**src/rtl/load_store_unit.sv**
```systemverilog
// load_store_unit
//
// Purpose:
//   Bridges the execute stage to a single-ported data memory. A request is
//   accepted in IDLE, checked for a legal funct3 and natural alignment, and
//   then either performed on the memory port (ACCESS) or answered straight
//   away with a fault (RESP). Store data is replicated across byte lanes;
//   load data is shifted down from its lane and sign/zero extended.
//
// Ports:
//   clk, rst_n        single clock, asynchronous active-low reset
//   req_valid/ready   request handshake from the execute stage
//   req_we            1 = store, 0 = load
//   req_funct3        access size / signedness (RISC-V encoding)
//   req_addr          byte address
//   req_wdata         store data (rs2)
//   resp_valid        one-cycle response pulse
//   resp_rdata        extended load data, 0 for stores and faults
//   resp_misaligned   alignment fault
//   resp_error        illegal funct3 or ack timeout
//   mem_req/mem_we    memory strobe and write enable (ACCESS only)
//   mem_addr          word-aligned address
//   mem_wdata         lane-replicated store data
//   mem_be            byte-lane enables (ACCESS only)
//   mem_ack           memory completed the access
//   mem_rdata         read word, valid with mem_ack
module load_store_unit #(
  parameter int ACK_TIMEOUT = 15
) (
  input  logic        clk,
  input  logic        rst_n,
  input  logic        req_valid,
  output logic        req_ready,
  input  logic        req_we,
  input  logic [2:0]  req_funct3,
  input  logic [31:0] req_addr,
  input  logic [31:0] req_wdata,
  output logic        resp_valid,
  output logic [31:0] resp_rdata,
  output logic        resp_misaligned,
  output logic        resp_error,
  output logic        mem_req,
  output logic        mem_we,
  output logic [31:0] mem_addr,
  output logic [31:0] mem_wdata,
  output logic [3:0]  mem_be,
  input  logic        mem_ack,
  input  logic [31:0] mem_rdata
);

  typedef enum logic [1:0] {
    IDLE   = 2'd0,
    ACCESS = 2'd1,
    RESP   = 2'd2
  } state_t;

  // Last counter value spent in ACCESS before giving up on mem_ack.
  localparam logic [7:0] WAIT_LAST = 8'(ACK_TIMEOUT - 1);

  state_t      state;
  state_t      next_state;
  logic        lat_we;
  logic [2:0]  lat_funct3;
  logic [31:0] lat_addr;
  logic [31:0] lat_wdata;
  logic [7:0]  wait_cnt;
  logic        req_illegal;
  logic        req_unaligned;
  logic        req_ok;
  logic        ack_timeout;
  logic [3:0]  lane_be;
  logic [31:0] rdata_shifted;
  logic [31:0] load_data;

  // Classify the incoming request while it sits on the input port. Signed
  // byte/half/word are legal for both directions, the unsigned variants only
  // for loads. A half needs an even address and a word a multiple of four.
  always_comb begin
    req_illegal   = 1'b1;
    req_unaligned = 1'b0;
    case (req_funct3)
      3'b000, 3'b001, 3'b010: req_illegal = 1'b0;
      3'b100, 3'b101:         req_illegal = req_we;
      default:                req_illegal = 1'b1;
    endcase
    case (req_funct3[1:0])
      2'b01:   req_unaligned = req_addr[0];
      2'b10:   req_unaligned = |req_addr[1:0];
      default: req_unaligned = 1'b0;
    endcase
    req_ok = !req_illegal && !req_unaligned;
  end

  assign ack_timeout = (wait_cnt == WAIT_LAST);

  // Byte lanes, store replication and load extraction all work from the
  // latched request so the memory port stays stable for the whole access.
  always_comb begin
    case (lat_funct3[1:0])
      2'b00: begin
        lane_be   = 4'b0001 << lat_addr[1:0];
        mem_wdata = {4{lat_wdata[7:0]}};
      end
      2'b01: begin
        lane_be   = 4'b0011 << lat_addr[1:0];
        mem_wdata = {2{lat_wdata[15:0]}};
      end
      default: begin
        lane_be   = 4'b1111;
        mem_wdata = lat_wdata;
      end
    endcase
    rdata_shifted = mem_rdata >> {lat_addr[1:0], 3'b000};
    case (lat_funct3)
      3'b000:  load_data = {{24{rdata_shifted[7]}}, rdata_shifted[7:0]};
      3'b001:  load_data = {{16{rdata_shifted[15]}}, rdata_shifted[15:0]};
      3'b100:  load_data = {24'h000000, rdata_shifted[7:0]};
      3'b101:  load_data = {16'h0000, rdata_shifted[15:0]};
      default: load_data = rdata_shifted;
    endcase
  end

  assign mem_addr = {lat_addr[31:2], 2'b00};

  // State register. Because the memory strobes decode from this register,
  // an asynchronous reset drops mem_req without waiting for a clock.
  always_ff @(posedge clk or negedge rst_n) begin
    if (!rst_n) begin
      state <= IDLE;
    end else begin
      state <= next_state;
    end
  end

  // Next-state and Moore outputs. A faulty request skips ACCESS entirely;
  // RESP always lasts exactly one cycle.
  always_comb begin
    next_state = state;
    req_ready  = 1'b0;
    resp_valid = 1'b0;
    mem_req    = 1'b0;
    mem_we     = 1'b0;
    mem_be     = 4'b0000;
    case (state)
      IDLE: begin
        req_ready = 1'b1;
        if (req_valid) begin
          next_state = req_ok ? ACCESS : RESP;
        end
      end
      ACCESS: begin
        mem_req = 1'b1;
        mem_we  = lat_we;
        mem_be  = lane_be;
        if (mem_ack || ack_timeout) begin
          next_state = RESP;
        end
      end
      RESP: begin
        resp_valid = 1'b1;
        next_state = IDLE;
      end
      default: next_state = IDLE;
    endcase
  end

  // Request latch, wait counter and response registers. The response fields
  // are only written on the edge that enters RESP, so they hold their value
  // until the next response. An ack in the final allowed cycle still counts
  // as a successful access.
  always_ff @(posedge clk or negedge rst_n) begin
    if (!rst_n) begin
      lat_we          <= 1'b0;
      lat_funct3      <= 3'b000;
      lat_addr        <= 32'h0;
      lat_wdata       <= 32'h0;
      wait_cnt        <= 8'h00;
      resp_rdata      <= 32'h0;
      resp_misaligned <= 1'b0;
      resp_error      <= 1'b0;
    end else begin
      case (state)
        IDLE: begin
          wait_cnt <= 8'h00;
          if (req_valid) begin
            lat_we     <= req_we;
            lat_funct3 <= req_funct3;
            lat_addr   <= req_addr;
            lat_wdata  <= req_wdata;
            if (!req_ok) begin
              resp_rdata      <= 32'h0;
              resp_error      <= req_illegal;
              resp_misaligned <= req_unaligned && !req_illegal;
            end
          end
        end
        ACCESS: begin
          wait_cnt <= wait_cnt + 8'h01;
          if (mem_ack) begin
            resp_rdata      <= lat_we ? 32'h0 : load_data;
            resp_error      <= 1'b0;
            resp_misaligned <= 1'b0;
          end else if (ack_timeout) begin
            resp_rdata      <= 32'h0;
            resp_error      <= 1'b1;
            resp_misaligned <= 1'b0;
          end
        end
        default: begin
          wait_cnt <= 8'h00;
        end
      endcase
    end
  end

endmodule

```
**config.mk**
```make
export PLATFORM = sky130hd
export DESIGN_NAME = load_store_unit
export DESIGN_NICKNAME = d
export VERILOG_FILES = /design/src/rtl/load_store_unit.sv
export SDC_FILE = /design/constraint.sdc
export NUM_CORES = 1
export LEC_CHECK = 0
export CORE_MARGIN = 2
export CORE_UTILIZATION = 45
export DETAILED_ROUTE_END_ITERATION = 7
export PLACE_DENSITY_LB_ADDON = 0.25
export SLEW_MARGIN = 20
export SYNTH_ARGS = -nofsm -noshare
export SYNTH_HDL_FRONTEND = slang
export SYNTH_SLANG_ARGS = --single-unit
export TNS_END_PERCENT = 5
```
**constraint.sdc**
```tcl
create_clock -name clk -period 2.8 [get_ports clk]
set_clock_uncertainty 0.05 [all_clocks]
set_input_delay 0.84 -clock clk [delete_from_list [all_inputs] [get_ports clk]]
set_output_delay 0.84 -clock clk [all_outputs]
set_load 0.02 [all_outputs]
```
==> results of run 1 <==
==> critical path, cell delays in order, from the launching register on <==
cell and delay [ns]:
dfrtp_1 0.45, nor2_2 0.15, buf_4 0.18, mux2_2 0.35, dlygate4sd2_1 0.33
==> timing repair <==
| item | CTS | global route |
|---|---|---|
| setup endpoints to repair | 33 | 28 |
| pin swaps | 1 | 0 |
| gates resized for setup | 17 | 20 |
==> final cells by class <==
type	count	area (um^2)	share of cell area, %
flip-flops and latches	112	2800	35.3
repair buffers	228	2290	28.8
clock inverters	4	52.6	0.661
multi-input cells	267	2310	29.1
well taps	168	210	2.65
clock buffers	12	246	3.10
inverters	7	26.3	0.331
==> power groups by stage <==
| stage | clock network, W | registers [W] | logic [W] |
|---|---|---|---|
| after floorplan | 0 | 0.00236 | 0.00217 |
| after global placement | 0 | 0.00237 | 0.00338 |
| after detailed placement | 0 | 0.00239 | 0.00343 |
| after CTS | 0.00134 | 0.00237 | 0.00335 |
| after global routing | 0.00142 | 0.00243 | 0.00351 |
| final | 0.00131 | 0.00236 | 0.00330 |
==> cell families (layout without fill, tap and decap cells) <==
logic type	after synthesis	in the layout	share of synthesized area, %
AOI/OAI and AO/OA	84	84	11.0
other	1	2	0.0672
adders and majority gates	5	5	1.12
xor gates and xnor gates	6	6	0.942
muxes	117	117	23.3
buffers and inverters	76	251	8.63
DFF	112	112	50.2
and+or+nand+nor	53	53	4.73
==> layout by cell type (no fill, tap or decap), types with 2 or more instances in the layout <==
| master | synthesis | routed |
|---|---|---|
| dfrtp_1 | 112 | 111 |
| a21oi_1 | 11 | 11 |
| nor2_1 | 14 | 13 |
| clkbuf_1 | 11 | 2 |
| clkdlybuf4s50_1 | 0 | 175 |
| nand3_1 | 4 | 4 |
| buf_4 | 40 | 18 |
| mux2_2 | 92 | 92 |
| nand2_1 | 17 | 17 |
| inv_1 | 7 | 6 |
| dlygate4sd2_1 | 0 | 17 |
| a22o_1 | 16 | 16 |
| xnor2_1 | 2 | 2 |
| o21bai_1 | 2 | 2 |
| buf_12 | 0 | 4 |
| ha_2 | 0 | 3 |
| dlymetal6s2s_1 | 0 | 14 |
| conb_1 | 1 | 2 |
| a221o_1 | 16 | 16 |
| mux2i_1 | 24 | 24 |
| a31oi_1 | 2 | 2 |
| nand2b_1 | 3 | 3 |
| clkbuf_16 | 0 | 9 |
| nor2b_1 | 3 | 3 |
| and3_1 | 2 | 2 |
| xor2_1 | 4 | 4 |
| ha_1 | 5 | 2 |
| or2_2 | 2 | 2 |
| o21ai_0 | 25 | 25 |
==> how the worst min path moves through the flow <==
stage | start | to | slack (ns) | cells after the start
after global routing | rst_n | lat_addr[27] | 0.35 | 1
after floorplan | wait_cnt[0] | wait_cnt[0] | 0.40 | 1
final | rst_n | lat_addr[27] | 0.34 | 1
after detailed placement | wait_cnt[0] | wait_cnt[0] | 0.43 | 1
after CTS | rst_n | lat_addr[27] | 0.35 | 1
after global placement | wait_cnt[0] | wait_cnt[0] | 0.41 | 1
==> state kept, by name (all words and copies together) (netlist names) <==
name	flops
lat_addr	32
lat_wdata	32
resp_rdata	32
wait_cnt	8
lat_funct3	3
state	2
lat_we	1
resp_error	1
resp_misaligned	1
==> per-layer routing <==
metal	vias up	wire (um)
met2	151	7020
met1	2026	5890
met5	-	0
li1	1941	-
met3	23	976
met4	0	320
==> per-stage QoR <==
step                std cells  util [%]
floorplan                 455         -
global placement          782      63.2
detailed placement        782      63.2
CTS                       798      65.5
global route              798      65.9
finish                    798      65.9
==> results.txt, run 1 <==
Crit path launch type: flop
Post-CTS Setup Bufs: 0
Die H: 115 um
Final setup vio count: 0
Nets: 734
Dominant cell type by area after synthesis: dfrtp_1
Worst Max-Slew Pin Slew: 0.598 ns
Clock network power share: 18.8%
Count leader, synth: dfrtp_1
N_diodes: 0
Clock transition at path regs: 0.08 ns
RR Endpoint: resp_rdata[27]
Initial Util: 46.3%
Worst hold path type: input port to async pin
GRT busiest layer: met2
RR Startpoint: wait_cnt[0]
Pre-antenna DRT Iters: 4
Fin. max-slew vios: 0
Ratio of cells with drive above 1 in the final layout: 22.7%
R2R cell count: 7
Pwr Density: 877 nW/um^2
RD Place Congestion: 0.833
Iteration-0 DRC Markers: 235
Max Clock Freq: 0.371 GHz
Overall power: 0.00697 W
H-Tree Depth: 3
Fin crit share: 96.3%
Cell Int Power: 0.00445 W
Synth top cells by count: 112 x dfrtp_1, 92 x mux2_2, 40 x buf_4
Maximum vdd drop: 0.631 mV
Placed inst area: 7620 um^2
Seq/Total Area, Yosys: 50.2%
Synth top area share: 50.2%
Max cap viols: 0
# IOs: 210
Num CTS Buffers: 9
Sw power: 0.00252 W
Antenna violations before repair: 0
Global-route wire length before repair: 22.5 mm
Data required, critical path: 1.91 ns
Reg2Reg Setup Slack: 0.62 ns
Port bufs: 207
GRT Total Usage: 21.6%
Crit-path max FO: 5
CTS Sinks: 112
Worst setup path start: lat_funct3[0]
Mapped Area: 5580 um^2
Status: completed
ANT nets after route: 0
Lkg Pwr: 3.55 nW
Die footprint: 13300 um^2
End of the critical path: mem_wdata[13]
Ys Warns: 0
Setup WS post-layout: 0.104 ns
Mapped Avg Cell Area: 12.3 um^2
Residual DRC: 0
Layout area overhead: 42.4%
Clock tree buffer depth: 2
Hold slack final: 0.343 ns
CORE AREA: 12100 um^2
Site Rows: 40
Largest net degree at the start of global routing: 70
# hold bufs at CTS: 0
Net Sw Frac: 36.2%
Final instance area: 7950 um^2
Later-pin clock latency in the skew report: 0.35 ns
M2 GR Usage: 35.7%
Seq pwr share: 33.9%
Placement Setup Slack: -0.418 ns
GRT overflow: 0
Synth unique cells: 47
Post-synthesis async set-or-reset flop share: 100%
Root buffer cell: clkbuf_16
Die X: 115 um
Setup_tns: 0 ns
Via density: 5.19
Seq cells post-synth: 112
CTS tree: built
# fillers: 899
Crit path kind: flop to output port
Dominant synthesized flop cell: dfrtp_1
Vias in the first global route: 4379
Cells after Synth: 454
Post-DP HPWL: 10.5 mm
RSZ-0062 raised after global routing: no
Slew headroom: 60.1%
Post-Route WL: 14.2 mm
Comb pwr share: 47.3%
Worst setup EP type: output port
Met3 global-route usage: 6.11%
Vias: 4141
EDFF count, synth: 0
Met1 Usage GRT: 27.4%
Fin. Hold Viols: 0
WL/cell: 17.8 um
Largest cells by area after synthesis: dfrtp_1 50%, mux2_2 19%, buf_4 5.4%
CP Data Arrival Time: 1.81 ns
Minimum clock period: 2.70 ns
No activity file was read; power rests on OpenSTA's default activity.
==> inputs of run 2 (changes only) <==
--- a/config.mk
+++ b/config.mk
@@ -9,6 +9,7 @@
 export CORE_UTILIZATION = 45
 export DETAILED_ROUTE_END_ITERATION = 7
 export PLACE_DENSITY_LB_ADDON = 0.25
+export RECOVER_POWER = 25
 export SLEW_MARGIN = 20
 export SYNTH_ARGS = -nofsm -noshare
 export SYNTH_HDL_FRONTEND = slang
==> results.txt, run 2 (synthesized netlist as in run 1, its figures left out) <==
Iteration-0 DRC Markers: 203
Buf+Inv Stages, Crit Path: 2
Vias: 4148
Max Clock Freq: 0.371 GHz
Residual DRC: 0
Via density: 5.20
Die X: 115 um
ANT nets after route: 0
Clock tree buffer depth: 2
Failing checks: max-capacitance violations, max-slew violations
CP max stage delay: 0.45 ns
Die footprint: 13300 um^2
Cell family with most CP delay: buffers and inverters
GRT busiest layer: met2
Critical path depth: 4
Layout area overhead: 42.3%
Post-DP HPWL: 10.5 mm
Antenna violations before repair: 0
# IOs: 210
Max cap viols: 1
Worst hold path type: flop to flop
R2R cell count: 7
GRT Total Usage: 21.6%
Fin. Hold Viols: 0
CTS tree: built
# hold bufs at CTS: 0
Fin crit share: 96.3%
Clock transition at path regs: 0.07 ns
Data required, critical path: 1.91 ns
Later-pin clock latency in the skew report: 0.35 ns
RSZ-0062 raised after global routing: no
Placed inst area: 7620 um^2
Met3 global-route usage: 6.11%
CTS Sinks: 112
Vias in the first global route: 4379
Slew headroom: -1.10%
Worst path slowest cell: dfrtp_1
Status: finished with violations
Registers with the most flip-flops: lat_addr (32), lat_wdata (32), resp_rdata (32)
Pwr Density: 878 nW/um^2
Fin. max-slew vios: 28
Util after Layout: 65.8%
Final setup vio count: 0
Initial Util: 46.3%
RD Place Congestion: 0.833
Largest net degree at the start of global routing: 70
Post-Route WL: 14.3 mm
Site Rows: 40
WL/cell: 17.9 um
Setup WS post-layout: 0.104 ns
Worst setup EP type: output port
Die H: 115 um
H-Tree Depth: 3
Placement Setup Slack: -0.418 ns
Final instance area: 7940 um^2
Ratio of cells with drive above 1 in the final layout: 22.4%
Worst Max-Slew Pin Slew: 1.52 ns
GRT overflow: 0
Hold slack final: 0.435 ns
Setup_tns: 0 ns
Num CTS Buffers: 9
Minimum clock period: 2.70 ns
Leading cell type in the layout, fill and taps excluded: clkdlybuf4s50_1
Global-route wire length before repair: 22.5 mm
Crit path kind: flop to output port
Port bufs: 207
Pre-antenna DRT Iters: 4
Nets: 734
Root buffer cell: clkbuf_16
Commonest non-fill, non-tap cells in the layout: 175 x clkdlybuf4s50_1, 111 x dfrtp_1, 92 x mux2_2, 25 x o21ai_0, 24 x mux2i_1
M2 GR Usage: 35.7%
CP Data Arrival Time: 1.81 ns
Maximum vdd drop: 0.631 mV
Lkg Pwr: 3.54 nW
Met1 Usage GRT: 27.4%
# fillers: 898
Crit path launch type: flop
Worst hold path depth: 1
CORE AREA: 12100 um^2
N_diodes: 0
Crit-path max FO: 5
CP cell instances: nor2_2 > buf_4 > mux2_2 > dlygate4sd2_1
==> run 2: layout make-up <==
type / count / area, um^2 / share of cell area (%)
Sequential cell: 112 / 2800 / 35.3
Clock inverter: 4 / 52.6 / 0.662
Clock buffer: 12 / 246 / 3.11
Tap cell: 168 / 210 / 2.65
Inverter: 7 / 26.3 / 0.331
Multi-Input combinational cell: 267 / 2310 / 29.2
Timing Repair Buffer: 228 / 2280 / 28.8
==> run 2: worst reg2reg max path, delay by kind of cell, from the launching register on <==
| kind | cells | cell delay, ns |
|---|---|---|
| adders and majority gates | 1 | 0.13 |
| AOI/OAI and AO/OA | 3 | 0.91 |
| and+or+nand+nor | 1 | 0.31 |
| DFF | 1 | 0.41 |
| buffers and inverters | 2 | 0.25 |
==> run 2: worst paths after layout <==
| path | startpoint | endpoint | slack, ns |
|---|---|---|---|
| min | wait_cnt[0] | wait_cnt[0] | 0.43 |
| max reg2reg | wait_cnt[0] | resp_rdata[27] | 0.62 |
| min reg2reg | wait_cnt[0] | wait_cnt[0] | 0.43 |
| max | lat_funct3[0] | mem_wdata[13] | 0.10 |
| max in group asynchronous | rst_n | lat_addr[20] | 0.79 |
| min in group asynchronous | rst_n | lat_addr[27] | 0.79 |
==> run 2: per-layer routing <==
metal  routed length (um)  part of all wire (%)  vias up
met5                    0                     0        -
met4                  320                   2.2        0
met3                  958                   6.7       23
met2                 7040                    49      148
met1                 5940                    42     2037
li1                     -                     -     1940
==> run 2: what timing repair did <==
action                                 in CTS  in global routing
setup endpoints to repair                  33                 28
endpoints found under the hold margin       0                  0
pin swaps                                   1                  0
gates cloned                                0                  0
buffers inserted                            0                  0
gates resized for setup                    17                 20
==> run 2: through the flow <==
stage | std cells | total power [W]
floorplan | 455 | 0.00453
global placement | 782 | 0.00575
detailed placement | 782 | 0.00582
CTS | 798 | 0.00705
global route | 798 | 0.00735
finish | 798 | 0.00697
==> run 2: power by group <==
group          internal (W)  switching [W]  leakage (nW)
Clock              0.000724       0.000587         0.147
Combinational       0.00167        0.00163          2.00
Sequential          0.00205       0.000308          1.40
